==> src/rtl/dk_video_pkg.sv <==
// Shared raster defaults and the per-pixel fetch phase handed from timing to the fetch datapath.
package dk_video_pkg;
  localparam int CNT_W = 9;

  localparam int DEF_H_ACTIVE     = 128;
  localparam int DEF_H_SYNC_START = 136;
  localparam int DEF_H_SYNC_END   = 148;
  localparam int DEF_H_TOTAL      = 160;
  localparam int DEF_V_ACTIVE     = 128;
  localparam int DEF_V_SYNC_START = 200;
  localparam int DEF_V_SYNC_END   = 203;
  localparam int DEF_V_TOTAL      = 262;

  localparam int DEF_BYTES_PER_LINE = DEF_H_ACTIVE / 8;

  typedef struct packed {
    logic             issue;   // issue a byte read at this h
    logic             load;    // shift register takes q_b at this h
    logic             active;  // (h,v) is inside the visible area
    logic [CNT_W-1:0] col;     // column byte of the read being issued
    logic [CNT_W-1:0] row;     // target line of the read being issued
  } fetch_phase_t;
endpackage

==> src/rtl/dk_video_timing.sv <==
// Raster counters, registered blank/sync outputs and the combinational fetch-phase decode.
module dk_video_timing import dk_video_pkg::*; #(
  parameter int H_ACTIVE     = DEF_H_ACTIVE,
  parameter int H_SYNC_START = DEF_H_SYNC_START,
  parameter int H_SYNC_END   = DEF_H_SYNC_END,
  parameter int H_TOTAL      = DEF_H_TOTAL,
  parameter int V_ACTIVE     = DEF_V_ACTIVE,
  parameter int V_SYNC_START = DEF_V_SYNC_START,
  parameter int V_SYNC_END   = DEF_V_SYNC_END,
  parameter int V_TOTAL      = DEF_V_TOTAL
) (
  input  logic             clock,
  input  logic             reset,
  input  logic             ce_pix,
  output fetch_phase_t     phase,
  output logic             hblank,
  output logic             vblank,
  output logic             hsync,
  output logic             vsync,
  output logic [CNT_W-1:0] h_cnt,
  output logic [CNT_W-1:0] v_cnt
);
  localparam logic [CNT_W-1:0] HA    = CNT_W'(H_ACTIVE);
  localparam logic [CNT_W-1:0] HA_M1 = CNT_W'(H_ACTIVE - 1);
  localparam logic [CNT_W-1:0] HA_M2 = CNT_W'(H_ACTIVE - 2);
  localparam logic [CNT_W-1:0] HSS   = CNT_W'(H_SYNC_START);
  localparam logic [CNT_W-1:0] HSE   = CNT_W'(H_SYNC_END);
  localparam logic [CNT_W-1:0] HT_M1 = CNT_W'(H_TOTAL - 1);
  localparam logic [CNT_W-1:0] HT_M2 = CNT_W'(H_TOTAL - 2);
  localparam logic [CNT_W-1:0] VA    = CNT_W'(V_ACTIVE);
  localparam logic [CNT_W-1:0] VSS   = CNT_W'(V_SYNC_START);
  localparam logic [CNT_W-1:0] VSE   = CNT_W'(V_SYNC_END);
  localparam logic [CNT_W-1:0] VT_M1 = CNT_W'(V_TOTAL - 1);

  logic [CNT_W-1:0] h, v;
  logic             h_wrap, v_wrap, line_fetch;

  assign h_wrap     = (h == HT_M1);
  assign v_wrap     = (v == VT_M1);
  assign line_fetch = (h == HT_M2);

  // Column 0 of each line is fetched two pixels before the line starts, i.e. at the
  // tail of the previous line, so its target row is one ahead of v.
  always_comb begin
    phase        = '0;
    phase.issue  = line_fetch || (h[2:0] == 3'd6 && h < HA_M2);
    phase.load   = h_wrap || (h[2:0] == 3'd7 && h < HA_M1);
    phase.active = (h < HA) && (v < VA);
    phase.col    = line_fetch ? '0 : (h + CNT_W'(2)) >> 3;
    phase.row    = line_fetch ? (v_wrap ? '0 : v + CNT_W'(1)) : v;
  end

  always_ff @(posedge clock) begin
    if (reset) begin
      h      <= '0;
      v      <= '0;
      h_cnt  <= '0;
      v_cnt  <= '0;
      hblank <= 1'b0;
      vblank <= 1'b0;
      hsync  <= 1'b0;
      vsync  <= 1'b0;
    end else if (ce_pix) begin
      h <= h_wrap ? '0 : h + CNT_W'(1);
      if (h_wrap) v <= v_wrap ? '0 : v + CNT_W'(1);
      h_cnt  <= h;
      v_cnt  <= v;
      hblank <= (h >= HA);
      vblank <= (v >= VA);
      hsync  <= (h >= HSS) && (h < HSE);
      vsync  <= (v >= VSS) && (v < VSE);
    end
  end
endmodule

==> src/rtl/dk_video_fetch.sv <==
// Framebuffer port-B scanout: byte-read address/strobe generation and 1bpp MSB-first serialiser.
module dk_video_fetch import dk_video_pkg::*; #(
  parameter int ADDR_WIDTH   = 11,
  parameter int BASE_ADDR    = 0,
  parameter int H_ACTIVE     = DEF_H_ACTIVE,
  parameter int H_SYNC_START = DEF_H_SYNC_START,
  parameter int H_SYNC_END   = DEF_H_SYNC_END,
  parameter int H_TOTAL      = DEF_H_TOTAL,
  parameter int V_ACTIVE     = DEF_V_ACTIVE,
  parameter int V_SYNC_START = DEF_V_SYNC_START,
  parameter int V_SYNC_END   = DEF_V_SYNC_END,
  parameter int V_TOTAL      = DEF_V_TOTAL
) (
  input  logic                  clock,
  input  logic                  reset,
  input  logic                  ce_pix,
  output logic [ADDR_WIDTH-1:0] address_b,
  output logic                  enable_b,
  input  logic [7:0]            q_b,
  output logic                  pix,
  output logic                  hblank,
  output logic                  vblank,
  output logic                  hsync,
  output logic                  vsync,
  output logic [CNT_W-1:0]      h_cnt,
  output logic [CNT_W-1:0]      v_cnt
);
  localparam int               BPL = H_ACTIVE / 8;
  localparam logic [CNT_W-1:0] VA  = CNT_W'(V_ACTIVE);

  fetch_phase_t phase;
  logic [7:0]   sh;

  dk_video_timing #(
    .H_ACTIVE    (H_ACTIVE),
    .H_SYNC_START(H_SYNC_START),
    .H_SYNC_END  (H_SYNC_END),
    .H_TOTAL     (H_TOTAL),
    .V_ACTIVE    (V_ACTIVE),
    .V_SYNC_START(V_SYNC_START),
    .V_SYNC_END  (V_SYNC_END),
    .V_TOTAL     (V_TOTAL)
  ) u_timing (
    .clock (clock),
    .reset (reset),
    .ce_pix(ce_pix),
    .phase (phase),
    .hblank(hblank),
    .vblank(vblank),
    .hsync (hsync),
    .vsync (vsync),
    .h_cnt (h_cnt),
    .v_cnt (v_cnt)
  );

  // q_b is consumed one ce_pix after the strobe; ce_pix spacing leaves the RAM a clock to answer.
  always_ff @(posedge clock) begin
    if (reset) begin
      address_b <= '0;
      enable_b  <= 1'b0;
      sh        <= '0;
      pix       <= 1'b0;
    end else begin
      enable_b <= 1'b0;
      if (ce_pix) begin
        if (phase.issue && phase.row < VA) begin
          enable_b  <= 1'b1;
          address_b <= ADDR_WIDTH'(32'(BASE_ADDR) + 32'(phase.row) * 32'(BPL) + 32'(phase.col));
        end
        pix <= phase.active & sh[7];
        if (phase.load)        sh <= q_b;
        else if (phase.active) sh <= {sh[6:0], 1'b0};
      end
    end
  end
endmodule

==> config.mk <==
export PLATFORM = sky130hd
export DESIGN_NAME = dk_video_fetch
export DESIGN_NICKNAME = d
export VERILOG_FILES = /design/src/rtl/dk_video_pkg.sv /design/src/rtl/dk_video_timing.sv /design/src/rtl/dk_video_fetch.sv
export SDC_FILE = /design/constraint.sdc
export NUM_CORES = 1
export LEC_CHECK = 0
export ABC_AREA = 0
export ABC_CLOCK_PERIOD_IN_PS = 4200
export CAP_MARGIN = 20
export CORE_ASPECT_RATIO = 1.75
export CORE_UTILIZATION = 55
export DETAILED_ROUTE_END_ITERATION = 8
export GPL_TIMING_DRIVEN = 0
export PLACE_DENSITY = 0.9
export SYNTH_ARGS = -nofsm -noshare
export SYNTH_HDL_FRONTEND = slang
export SYNTH_SLANG_ARGS = --single-unit
==> constraint.sdc <==
create_clock -name clock -period 4.2 [get_ports clock]
set_clock_uncertainty 0.1 [all_clocks]
set_input_delay 0.84 -clock clock [delete_from_list [all_inputs] [get_ports clock]]
set_output_delay 0.84 -clock clock [all_outputs]
set_load 0.05 [all_outputs]
Word-level counts from Yosys, hierarchy flattened --
Cells that the tools add are included.
Operators by class: reduce and logical (&&, ||, !) cells 13, multiplexer cells 7, bitwise operators 2, order comparisons 11, add/sub/neg operators 4, eq/ne operators 5
Operators with widths (number):
- $lt A9 B8 Y1 const B | 5
- $ge A9 B8 Y1 const B | 4
- $mux W9 | 3
- $add A9 B1 Y9 const B | 2
- $eq A9 B8 Y1 const B | 2
- $lt A9 B7 Y1 const B | 2
- $mux W8 | 2
- $add A11 B9 Y11 | 1
- $add A9 B2 Y9 const B | 1
- $eq A9 B9 Y1 const B | 1
- $eq A3 B3 Y1 const B | 2
- $logic_and A1 B1 Y1 | 6
- $mux W6 | 1
- $reduce_and A2 Y1 | 3
- $logic_or A1 B1 Y1 | 2
- $reduce_bool A2 Y1 | 1
- $reduce_or A2 Y1 | 1
- $and A1 B1 Y1 | 1
- $mux W1 | 1
- $not A1 Y1 | 1
Storage, ports and cells: flip-flop bits (word level) 61, output and inout port bits 35, logic and storage cells 54, bits of input ports 11

Longest topological paths before layout --
Gate-level depths: netlist of the first run.
word-level depth 6, gate-level depth with buffers 15, depth with buffers taken out 13

Hierarchy --
Synthesis of the first run repeated with hierarchy kept, for this count alone.
Second synthesis, totals: cell total of the unflattened synthesis 377, area, all modules 3179.3 um^2
Modules (own cells, without submodules):
- dk_video_timing | seq. area each 800.8 um^2, area an instance 2095.8 um^2, cells an instance 255, instances 1
- dk_video_fetch | seq. area each 420.4 um^2, area an instance 1083.5 um^2, cells an instance 122, instances 1

Worst setup path before layout of the first run --
Ideal clock, no wire load.
kind register to register, from register u_timing.h[0], to register address_b[7], library setup time 0.117 ns, path buffers 2, required time 3.983 ns, cell stages (with the launch flop) 15, period minus slack after synthesis 3.238 ns, arrival time 3.021 ns, setup slack 0.962 ns, path through dfxtp_1 > clkbuf_1 > inv_1 > ha_1 > and4_1 > nand2_1 > clkbuf_1 > o21ai_0 > ha_1 > a21o_1 > o21ai_0 > a31o_2 > o21a_1 > or3_1 > a32o_1
Between the ends: word-level cells in the longest chain between the ends 5, elaborated cells between the ends (all ways) 12, those cells by class add/sub (2); order compare (2); eq/ne (2); mux (2); reduce/logical (4)
Ends and longest elaborated chain:
- start: declaration | line dk_video_timing.sv:35 | logic [CNT_W-1:0] h, v;
- start signal: assignment | line dk_video_timing.sv:64 | h <= h_wrap ? '0 : h + CNT_W'(1);
- branches (longest 5 deep; another with $add A11 B9 Y11)
- end signal: assignment | line dk_video_fetch.sv:68 | address_b <= ADDR_WIDTH'(32'(BASE_ADDR) + 32'(phase.row) * 32'(BPL) + 32'(phase.col));
- end: declaration | line dk_video_fetch.sv:17 | output logic [ADDR_WIDTH-1:0] address_b,
Parallel ways; which one is timed is not known. A chain may end at the register's enable or synchronous reset.

Worst setup path in the final report of the first run --
Same ends and word-level chain as after synthesis.

==> parameters.txt, run 1 <==
Parameter                              Value

Critical path
  Launch instance of the worst register-to-register path    u_timing.h[0]
  Kind of launch point of the worst setup path    flip-flop
  Endpoint type of the worst setup path    flip-flop
  Critical path launch point    u_timing.h[0]
  Timing endpoint of the critical path    address_b[7]
  Worst reg-to-reg path cell count    14
  Arrival time at the worst endpoint    4.04 ns
  Worst endpoint required time    4.35 ns
  Flop-to-flop setup slack    0.31 ns
  Biggest fanout along the worst timing path    10
  Worst setup path category    reg -> reg
  Reg2reg end    address_b[7]

Floorplan
  Effective utilization at floorplan    57.53%
  Die X    60.02 µm
  Number of rows created at floorplan    36
  Area of the core    5630 µm²
  Vertical extent of the die    103.5 µm
  Total Die Area    6213 µm²
  I/O pin count    46

CTS
  Max Buffers Root-to-Sink    2
  Number of clock sinks    61
  Hold-fix buffer count after cts    0
  Insertion delay to the later sink of the worst-skew pair    0.36 ns
  Number of setup buffers added after CTS    0
  Cts bufs inserted    9
  Maximum level of the CTS H-tree    3
  Number of cells upsized or downsized after cts    0
  Clock tree from TritonCTS    done
  Root cell of the clock tree    sky130_fd_sc_hd__clkbuf_8
  Clock slew at reported path FFs    0.07 ns

Synth
  Sequential element share of the synthesized area    37.70%
  Proportion of register bits with asynchronous set or reset after synthesis    0%
  Syn Nets    406
  Top_reg_cell synth    sky130_fd_sc_hd__dfxtp_1
  Synthesized instance count    385
  Number of enable flip-flop cells after synthesis    0
  Mean area per synthesized cell    8.414 µm²
  Flop and latch count out of synthesis    61
  Syn. warnings    0
  Synth Cell Area    3239 µm²
  Number of distinct library cells after synthesis    54

Timing
  Max Fclk    0.2572 GHz
  Slew at the pin with the worst max-slew slack    0.7498 ns
  Final period demand of the worst path    3.888 ns
  Slew HR    50.01%
  Final TNS setup    0 ns
  Max-slew violation count    0
  Endpoints failing setup    0
  Setup repair after global routing missed its margin    no
  Final Hold Violating Endpoints    0
  Period Utilization, post-route    92.57%
  Hold Worst Slack    0.3502 ns

Finish
  Post-synthesis to final-layout area growth    23.45%
  Fillers    453
  Net count of the finished layout    462
  Register area    1221 µm²
  Area of combinational cells with multiple inputs    1823 µm²
  Ratio of cells with drive above 1 in the final layout    8.520%
  Inserted Diodes    0

Run
  Max-cap viol count    0

Global routing
  Via count of the first global-routing pass    3,101
  Initial antenna violation count    0
  Largest net degree at the start of global routing    12
  Remaining global-route overflow    0
  Global-route wire length before repair    14,430 µm
  Total track usage    31.44%

Drt
  Number of vias in the routed layout    3,107
  Total wirelength of the detailed-routed design    9050 µm
  Avg WL per Cell    17.34 µm
  Vias per std cell    5.952
  Post-DRT Antenna Nets    0
  Pre-Repair DR Iteration Count    7
  1st-iter DRT viols    171
  Final routed DRC violation total    0

Placement
  Half-perimeter wire length of the detailed placement result    6585 µm
  Number of input and output port buffers inserted    45
  Placer congestion estimate    0.9581

Worst hold path
  Class of the most critical hold timing path    reg -> reg

Pwr
  Highest ir drop seen on vdd    0.2661 mV
  Power per Cell Area    308.0 nW/µm²
  Static power due to leakage    1.443 nW

Status
  Run status    completed
==> how the worst min path moves through the flow <==
stage | start | to | cells past startpoint
floorplan | sh[0] | sh[0] | 2
global placement | address_b[0] | address_b[0] | 2
detailed placement | address_b[1] | address_b[1] | 2
CTS | address_b[1] | address_b[1] | 2
global route | address_b[1] | address_b[1] | 2
finish | address_b[1] | address_b[1] | 2
==> cells by family (layout without fill, tap and decap cells) <==
| logic type | count (synthesis) | after routing | synth area share (%) |
|---|---|---|---|
| buf+inv | 46 | 107 | 6.026 |
| fa+ha+maj | 10 | 10 | 4.094 |
| xor+xnor | 17 | 17 | 4.597 |
| simple gates | 143 | 143 | 21.55 |
| flops | 61 | 61 | 37.70 |
| mux | 27 | 27 | 8.420 |
| compound gates | 81 | 81 | 17.61 |
==> per-layer routing <==
layer,track usage (%),routed length (µm),vias to the layer above,part of all wire [%]
li1,-,-,1471,-
met1,32.57,3281,1480,36
met2,51.98,4785,114,53
met3,7.241,433,42,4.8
met4,23.75,549,0,6.1
met5,0,0,-,0
==> critical path, cell delays in order (launching register included) <==
cell and delay, ns:
sky130_fd_sc_hd__dfxtp_1 0.34, sky130_fd_sc_hd__clkbuf_1 0.32, sky130_fd_sc_hd__inv_1 0.12, sky130_fd_sc_hd__ha_1 0.24, sky130_fd_sc_hd__and4_1 0.24, sky130_fd_sc_hd__nand2_1 0.19
sky130_fd_sc_hd__clkbuf_1 0.39, sky130_fd_sc_hd__o21ai_0 0.26, sky130_fd_sc_hd__ha_1 0.34, sky130_fd_sc_hd__a21o_1 0.14, sky130_fd_sc_hd__o21ai_0 0.11, sky130_fd_sc_hd__a31o_2 0.26
sky130_fd_sc_hd__o21a_1 0.17, sky130_fd_sc_hd__or3_1 0.31, sky130_fd_sc_hd__a32o_1 0.25
==> Yosys cell counts, types with 2 or more instances <==
master                     number  area [µm²]
sky130_fd_sc_hd__nor4b_2        2       30.03
sky130_fd_sc_hd__buf_2          6       30.03
sky130_fd_sc_hd__ha_1           9       112.6
sky130_fd_sc_hd__o21ai_0       11       55.05
sky130_fd_sc_hd__xnor2_1        9       78.83
sky130_fd_sc_hd__o221ai_1       2       17.52
sky130_fd_sc_hd__nand3_1       16       80.08
sky130_fd_sc_hd__a211oi_1      13       97.59
sky130_fd_sc_hd__nand2_1       34       127.6
sky130_fd_sc_hd__nor2_1        53       198.9
sky130_fd_sc_hd__and3_1         2       12.51
sky130_fd_sc_hd__o211ai_1       3       22.52
sky130_fd_sc_hd__buf_1          3       11.26
sky130_fd_sc_hd__a21oi_2        2       17.52
sky130_fd_sc_hd__a31oi_1        3       18.77
sky130_fd_sc_hd__clkbuf_1      24       90.09
sky130_fd_sc_hd__nor4_1         2       12.51
sky130_fd_sc_hd__a31o_2         2       17.52
sky130_fd_sc_hd__o21a_1         3       22.52
sky130_fd_sc_hd__dfxtp_1       61        1221
sky130_fd_sc_hd__or3_1          2       12.51
sky130_fd_sc_hd__mux2i_1       25       250.2
sky130_fd_sc_hd__and2_1         2       12.51
sky130_fd_sc_hd__nand2b_1       2       12.51
sky130_fd_sc_hd__a21oi_1       21       105.1
sky130_fd_sc_hd__mux2_2         2       22.52
sky130_fd_sc_hd__nor2b_1        2       12.51
sky130_fd_sc_hd__nor3_1         7       35.03
sky130_fd_sc_hd__inv_1         11       41.29
sky130_fd_sc_hd__nand4_1       10       62.56
sky130_fd_sc_hd__and4_1         3       26.28
sky130_fd_sc_hd__o22ai_1        2       12.51
sky130_fd_sc_hd__buf_6          2       22.52
sky130_fd_sc_hd__o31ai_1        7       52.55
sky130_fd_sc_hd__xor2_1         8       70.07
==> power by group <==
group	switching (mW)	internal [mW]
logic	0.0437	0.0263
registers	0.00548	0.586
clock network	0.240	0.330
==> per-stage QoR <==
step / total power [mW] / std cells / setup WS, ns / cell area, µm² / utilization [%]
4_1_cts: 1.235 / 522 / 0.4063 / 3999 / 71.02
6_report: 1.231 / 522 / 0.3121 / 3999 / 71.02
2_1_floorplan: 0.6456 / 385 / 0.9620 / 3239 / -
5_1_grt: 1.267 / 522 / 0.1633 / 3999 / 71.02
3_5_place_dp: 0.6736 / 506 / 0.4306 / 3785 / 67.22
3_3_place_gp: 0.6713 / 506 / 0.5426 / 3785 / 67.22
==> cells in the final DEF (no fill, tap or decap), drive strengths merged, types with 3 or more instances in the layout <==
cell and count:
clkdlybuf4s50 45, nor2 54, a211oi 14, xnor2 9
o211ai 3, ha 9, nor3 7, nand4 10
nand3 16, mux2i 25, clkinv 3, dfxtp 61
and4 3, nor4b 3, clkbuf 33, a31oi 4
a21oi 23, o21ai 11, nand2 34, buf 11
xor2 8, inv 11, o21a 3, o31ai 7
==> state kept, by name, summed over array words and instances, names as in the netlist, 8 cells and up <==
name,count
u_timing.h_cnt,9
address_b,11
sh,8
u_timing.h,9
u_timing.v,9
u_timing.v_cnt,9
==> cell type report <==
cell class	count	share of cell area (%)
well taps	76	2.378
multi-input cells	278	45.59
clock buffers	9	3.098
plain buffers	35	3.849
inverters	11	1.033
flip-flops and latches	61	30.54
repair buffers	45	11.26
clock inverters	7	2.253
Note: power is estimated with default switching activity, not from simulation.
==> inputs of run 2 (changes only) <==
--- a/config.mk
+++ b/config.mk
@@ -6,13 +6,13 @@
 export NUM_CORES = 1
 export LEC_CHECK = 0
 export ABC_AREA = 0
-export ABC_CLOCK_PERIOD_IN_PS = 4200
+export ABC_CLOCK_PERIOD_IN_PS = 3400
 export CAP_MARGIN = 20
 export CORE_ASPECT_RATIO = 1.75
-export CORE_UTILIZATION = 55
+export CORE_UTILIZATION = 49
 export DETAILED_ROUTE_END_ITERATION = 8
 export GPL_TIMING_DRIVEN = 0
-export PLACE_DENSITY = 0.9
+export PLACE_DENSITY = 0.86
 export SYNTH_ARGS = -nofsm -noshare
 export SYNTH_HDL_FRONTEND = slang
 export SYNTH_SLANG_ARGS = --single-unit
==> constraint.sdc (replaced) <==
create_clock -name clock -period 3.4 [get_ports clock]
set_clock_uncertainty 0.1 [all_clocks]
set_input_delay 0.68 -clock clock [delete_from_list [all_inputs] [get_ports clock]]
set_output_delay 0.68 -clock clock [all_outputs]
set_load 0.05 [all_outputs]
==> run 2 against run 1 <==
Flip-flop and latch count stayed put. Design area is 1.9% higher. Critical path depth is 2 lower. Worst hold slack better by 0.013 ns. Register-to-register slack worse by 0.14 ns. Core utilization is 6.1 points lower. Via count is 0.74% higher. Largest cell class unchanged.
==> parameters.txt, run 2 (synthesized netlist as in run 1, its figures left out) <==
Parameter                              Value

Status
  Run status    completed

Placement
  Number of placed instances with taps included    510
  Half-perimeter wire length of the detailed placement result    6693 µm
  Number of input and output port buffers inserted    45
  Placer congestion estimate    0.9701

Timing
  Endpoints failing setup    0
  Period Utilization, post-route    94.82%
  Final Hold Violating Endpoints    0
  Max Fclk    0.3102 GHz
  Slew at the pin with the worst max-slew slack    0.7459 ns
  Setup repair after global routing missed its margin    no
  Slew HR    50.27%
  Max-slew violation count    0
  Final period demand of the worst path    3.224 ns

Finish
  Final standard cell count with taps included and fillers excluded    527
  Most common cell after layout, fill and taps aside    sky130_fd_sc_hd__dfxtp_1
  Fillers    525
  Inserted Diodes    0
  Top reg by flops    address_b
  Number of flip-flops in the largest register    11
  Net count of the finished layout    463
  Post-synthesis to final-layout area growth    25.76%
  Most frequent cells in the layout    60 x sky130_fd_sc_hd__dfxtp_1, 52 x sky130_fd_sc_hd__nor2_1, 45 x sky130_fd_sc_hd__clkdlybuf4s50_1, 32 x sky130_fd_sc_hd__nand2_1, 25 x sky130_fd_sc_hd__mux2i_1
  Ratio of cells with drive above 1 in the final layout    11.41%

Critical path
  Reg2reg end    address_b[10]
  Arrival time at the worst endpoint    3.36 ns
  Flop-to-flop setup slack    0.18 ns
  Kind of launch point of the worst setup path    flip-flop
  Worst endpoint required time    3.53 ns
  Timing endpoint of the critical path    address_b[10]
  Critical path launch point    u_timing.h[6]
  Launch instance of the worst register-to-register path    u_timing.h[6]
  Worst setup path category    reg -> reg
  Worst reg-to-reg path cell count    12
  Endpoint type of the worst setup path    flip-flop
  Biggest fanout along the worst timing path    8

Pwr
  Power per Cell Area    367.6 nW/µm²
  Highest ir drop seen on vdd    0.3841 mV
  Static power due to leakage    1.497 nW
  Overall power after layout    1.498 mW

Global routing
  Global-route wire length before repair    14,750 µm
  Initial antenna violation count    0
  Remaining global-route overflow    0
  Via count of the first global-routing pass    3,054
  Largest net degree at the start of global routing    16
  Total track usage    28.25%

Floorplan
  Number of rows created at floorplan    38
  Total Die Area    6953 µm²
  Effective utilization at floorplan    51.61%
  Die X    63.46 µm
  Area of the core    6276 µm²
  I/O pin count    46
  Vertical extent of the die    109.6 µm

CTS
  Number of clock sinks    61
  Clock tree from TritonCTS    done
  Hold-fix buffer count after cts    0
  Root cell of the clock tree    sky130_fd_sc_hd__clkbuf_8
  Insertion delay to the later sink of the worst-skew pair    0.35 ns
  Max Buffers Root-to-Sink    2
  Cts bufs inserted    9
  Clock slew at reported path FFs    0.06 ns
  Maximum level of the CTS H-tree    3

Worst hold path
  Class of the most critical hold timing path    reg -> reg
  Number of cells on the worst hold path    2

Drt
  Pre-Repair DR Iteration Count    6
  Vias per std cell    5.939
  1st-iter DRT viols    155
  Number of vias in the routed layout    3,130
  Total wirelength of the detailed-routed design    9162 µm
  Post-DRT Antenna Nets    0
  Final routed DRC violation total    0
  Avg WL per Cell    17.39 µm

Run
  Max-cap viol count    0
==> run 2: changes by cell type in the layout (fill, tap and decap cells not counted), moves of 2 or more <==
cell                       previous run  this run
sky130_fd_sc_hd__clkbuf_1            24        19
sky130_fd_sc_hd__clkbuf_2             0         3
sky130_fd_sc_hd__buf_4                0         4
sky130_fd_sc_hd__nor4b_4              0         2
sky130_fd_sc_hd__nand2_1             34        32
sky130_fd_sc_hd__clkinv_2             3         1
sky130_fd_sc_hd__clkbuf_8             9        12
sky130_fd_sc_hd__nor4b_2              2         0
==> run 2: metrics by stage <==
stage	setup TNS [ns]	setup slack, ns	hold WS, ns	instance area, µm²	util (%)
floorplan	0	0.1620	0.3455	3239	-
global placement	-0.7349	-0.3338	0.3437	3790	60.39
finish	0	0.1761	0.3632	4074	64.91
CTS	0	0.003219	0.3663	4031	64.23
detailed placement	-0.9823	-0.3960	0.3572	3790	60.39
global route	0	0.01582	0.3879	4074	64.91
==> run 2: layout make-up <==
class	instances	area, µm²	area share (%)
timing repair buffer	49	480.5	11.79
buffer	32	148.9	3.655
clock inverter	3	42.54	1.044
tap	80	100.1	2.457
sequential	61	1222	30.01
clock buffer	13	168.9	4.146
multi-input combinational	278	1869	45.88
inverter	11	41.29	1.014
==> run 2: how the worst min path moves through the flow <==
stage	slack, ns	startpoint	end
finish	0.36	address_b[4]	address_b[4]
global route	0.39	u_timing.h_cnt[0]	u_timing.h_cnt[0]
CTS	0.37	address_b[4]	address_b[4]
detailed placement	0.36	address_b[4]	address_b[4]
global placement	0.34	address_b[1]	address_b[1]
floorplan	0.35	sh[0]	sh[0]
==> run 2: where the power goes <==
group | leakage, nW | internal (mW) | switching, mW
Clock | 0.106 | 0.397 | 0.283
Combinational | 0.897 | 0.0327 | 0.0546
Sequential | 0.494 | 0.724 | 0.00628
==> run 2: repair_timing <==
| item | 4_1_cts | 5_1_grt |
|---|---|---|
| setup endpoints to repair | 3 | 3 |
| endpoints found under the hold margin | 0 | 0 |
| pin swaps | 1 | 2 |
| buffers inserted | 2 | 2 |
| gates resized for setup | 4 | 14 |
==> run 2: metal layers <==
layer	share of wire, %	track usage, %	vias up
li1	-	-	1478
met1	35	28.07	1472
met2	54	51.44	136
met3	4.9	6.328	44
met4	5.3	19.32	0
met5	0	0	-
==> run 2: worst max-delay path, stage by stage, from the launching register on <==
cell and delay [ns]:
sky130_fd_sc_hd__dfxtp_1 0.30, sky130_fd_sc_hd__buf_2 0.18, sky130_fd_sc_hd__or4b_4 0.53, sky130_fd_sc_hd__buf_6 0.16
sky130_fd_sc_hd__nor2_4 0.14, sky130_fd_sc_hd__nand2_1 0.09, sky130_fd_sc_hd__o21ai_0 0.16, sky130_fd_sc_hd__ha_1 0.19
sky130_fd_sc_hd__inv_1 0.05, sky130_fd_sc_hd__fa_2 0.36, sky130_fd_sc_hd__a2111o_1 0.41, sky130_fd_sc_hd__nor4b_1 0.15
sky130_fd_sc_hd__a311o_1 0.28
==> inputs of run 3 (changes only) <==
--- a/config.mk
+++ b/config.mk
@@ -9,6 +9,7 @@
 export ABC_CLOCK_PERIOD_IN_PS = 3400
 export CAP_MARGIN = 20
 export CORE_ASPECT_RATIO = 1.75
+export CORE_MARGIN = 2
 export CORE_UTILIZATION = 49
 export DETAILED_ROUTE_END_ITERATION = 8
 export GPL_TIMING_DRIVEN = 0
==> run 3 against run 2 <==
Total power increased by 21%. Sequential power about the same. Worst hold slack got worse by 0.0039 ns. Sequential share of layout area decreased by 0.67 points. Via count decreased by 1.6%. Clock power increased by 46%. Setup slack got worse by 0.031 ns. Critical path depth unchanged. Count of clock-buffer cells in the layout decreased by 1.
==> parameters.txt, run 3 (synthesized netlist as in run 1, its figures left out) <==
Parameter                              Value

Status
  Run status    completed

Critical path
  Crit path largest cell delay    0.53 ns
  Worst setup path category    reg -> reg
  Worst endpoint required time    3.53 ns
  Slowest cell on the critical path    sky130_fd_sc_hd__or4b_4
  CP Buf/Inv Count    3
  Arrival time at the worst endpoint    3.39 ns
  Biggest fanout along the worst timing path    8
  Dominant delay contributor by cell family on the critical path    simple AND/OR/NAND/NOR gates
  Endpoint type of the worst setup path    flip-flop
  Kind of launch point of the worst setup path    flip-flop
  Crit-path cells    buf_2 > or4b_4 > buf_6 > nor2_4 > nand2_1 > o21ai_1 > ha_2 > inv_1 > fa_2 > a2111o_1 > nor4b_1 > a311o_1

Finish
  Final standard cell count with taps included and fillers excluded    526
  Ratio of cells with drive above 1 in the final layout    11.04%
  Fillers    552
  Most frequent cells in the layout    60 x sky130_fd_sc_hd__dfxtp_1, 52 x sky130_fd_sc_hd__nor2_1, 45 x sky130_fd_sc_hd__clkdlybuf4s50_1, 33 x sky130_fd_sc_hd__nand2_1, 25 x sky130_fd_sc_hd__mux2i_1
  Net count of the finished layout    460
  Post-synthesis to final-layout area growth    28.62%
  Most common cell after layout, fill and taps aside    sky130_fd_sc_hd__dfxtp_1
  Number of flip-flops in the largest register    11
  Top reg by flops    address_b
  Inserted Diodes    0

Timing
  Final period demand of the worst path    3.255 ns
  Slew HR    50.58%
  Slew at the pin with the worst max-slew slack    0.7414 ns
  Setup repair after global routing missed its margin    no
  Max-slew violation count    0
  Endpoints failing setup    0
  Max Fclk    0.3073 GHz
  Period Utilization, post-route    95.72%
  Final Hold Violating Endpoints    0

Floorplan
  Total Die Area    7303 µm²
  Area of the core    6441 µm²
  Number of rows created at floorplan    39
  Vertical extent of the die    111.6 µm
  Effective utilization at floorplan    50.29%
  Die X    65.46 µm
  I/O pin count    46

Global routing
  Initial antenna violation count    0
  Via count of the first global-routing pass    3,238
  Remaining global-route overflow    0
  Total track usage    26.77%
  Global-route wire length before repair    15,080 µm
  Largest net degree at the start of global routing    16

Worst hold path
  Class of the most critical hold timing path    reg -> reg

Pwr
  Power per Cell Area    436.0 nW/µm²
  Net switching power of the design    380.3 µW
  Share of total power consumed by net switching    20.93%
  Clock Power Share    54.9%
  Static power due to leakage    1.534 nW
  Relative contribution of combinational cells to total power    4.8%
  Highest ir drop seen on vdd    0.4002 mV
  P_int    1.436 mW
  Overall power after layout    1.817 mW
  Relative contribution of sequential cells to total power    40.3%

CTS
  Cts bufs inserted    9
  Clock slew at reported path FFs    0.05 ns
  Clock tree from TritonCTS    done
  Number of clock sinks    61
  Max Buffers Root-to-Sink    2
  Hold-fix buffer count after cts    0
  Maximum level of the CTS H-tree    3
  Insertion delay to the later sink of the worst-skew pair    0.34 ns
  Root cell of the clock tree    sky130_fd_sc_hd__clkbuf_16

Drt
  Total wirelength of the detailed-routed design    9082 µm
  Vias per std cell    5.857
  1st-iter DRT viols    214
  Top Metal Used    met4
  Total length of routed met3 wires    389 µm
  Pre-Repair DR Iteration Count    4
  Post-DRT Antenna Nets    0
  Wire length on met2    4932 µm
  Number of vias in the routed layout    3,081
  DRT met1 WL    3145 µm
  Final routed DRC violation total    0
  Avg WL per Cell    17.27 µm

Placement
  Placer congestion estimate    0.9812
  Half-perimeter wire length of the detailed placement result    6562 µm
  Number of input and output port buffers inserted    45
  Number of placed instances with taps included    512

Run
  Max-cap viol count    0
-- run 3: layer usage --
metal	vias up	track usage [%]
met2	110	47.55
met5	-	0
li1	1469	-
met1	1449	26.74
met3	53	5.758
met4	0	18.33
-- run 3: cell type report --
class                   instances  area, µm²  share of cell area (%)
plain buffers                  31      146.4                   3.514
clock buffers                  12      256.5                   6.156
clock inverters                 4      70.07                   1.682
inverters                      11      41.29                  0.9910
multi-input cells             278       1862                   44.68
flip-flops and latches         61       1222                   29.34
well taps                      82      102.6                   2.462
repair buffers                 47      465.4                   11.17
-- run 3: worst register-to-register path, delay by kind of cell (launching register included) --
| family | cells | cell delay [ns] |
|---|---|---|
| adders and majority gates | 2 | 0.56 |
| and+or+nand+nor | 4 | 0.96 |
| AOI/OAI and AO/OA | 3 | 0.83 |
| buffers and inverters | 3 | 0.41 |
| DFF | 1 | 0.29 |
-- run 3: power by group through the flow --
stage / logic, mW / registers, mW / clock network [mW]
6_report: 0.0876 / 0.733 / 0.996
5_1_grt: 0.0947 / 0.733 / 1.03
4_1_cts: 0.0866 / 0.732 / 1.01
3_5_place_dp: 0.0858 / 0.747 / 0
3_3_place_gp: 0.0837 / 0.746 / 0
2_1_floorplan: 0.0441 / 0.753 / 0
-- run 3: per-stage QoR --
step	hold WS, ns	TNS [ns]	utilization [%]	instance area (µm²)	setup slack, ns
3_3_place_gp	0.3475	-0.5793	58.88	3792	-0.2631
4_1_cts	0.3594	0	64.43	4150	0.02701
2_1_floorplan	0.3455	0	-	3239	0.1620
3_5_place_dp	0.3477	-0.8691	58.88	3792	-0.3547
5_1_grt	0.3904	0	64.69	4167	0.005088
6_report	0.3593	0	64.69	4167	0.1455
-- run 3: final timing paths --
path,start,end,slack [ns],cells past startpoint
max,u_timing.h[6],address_b[10],0.15,12
min,address_b[2],address_b[2],0.36,2
max reg2reg,u_timing.h[6],address_b[10],0.15,12
min reg2reg,address_b[2],address_b[2],0.36,2
-- run 3: repair_timing --
item,CTS,global route
endpoints found under the setup margin,3,3
pin swaps,1,0
resized for setup,5,15
setup buffers,2,0
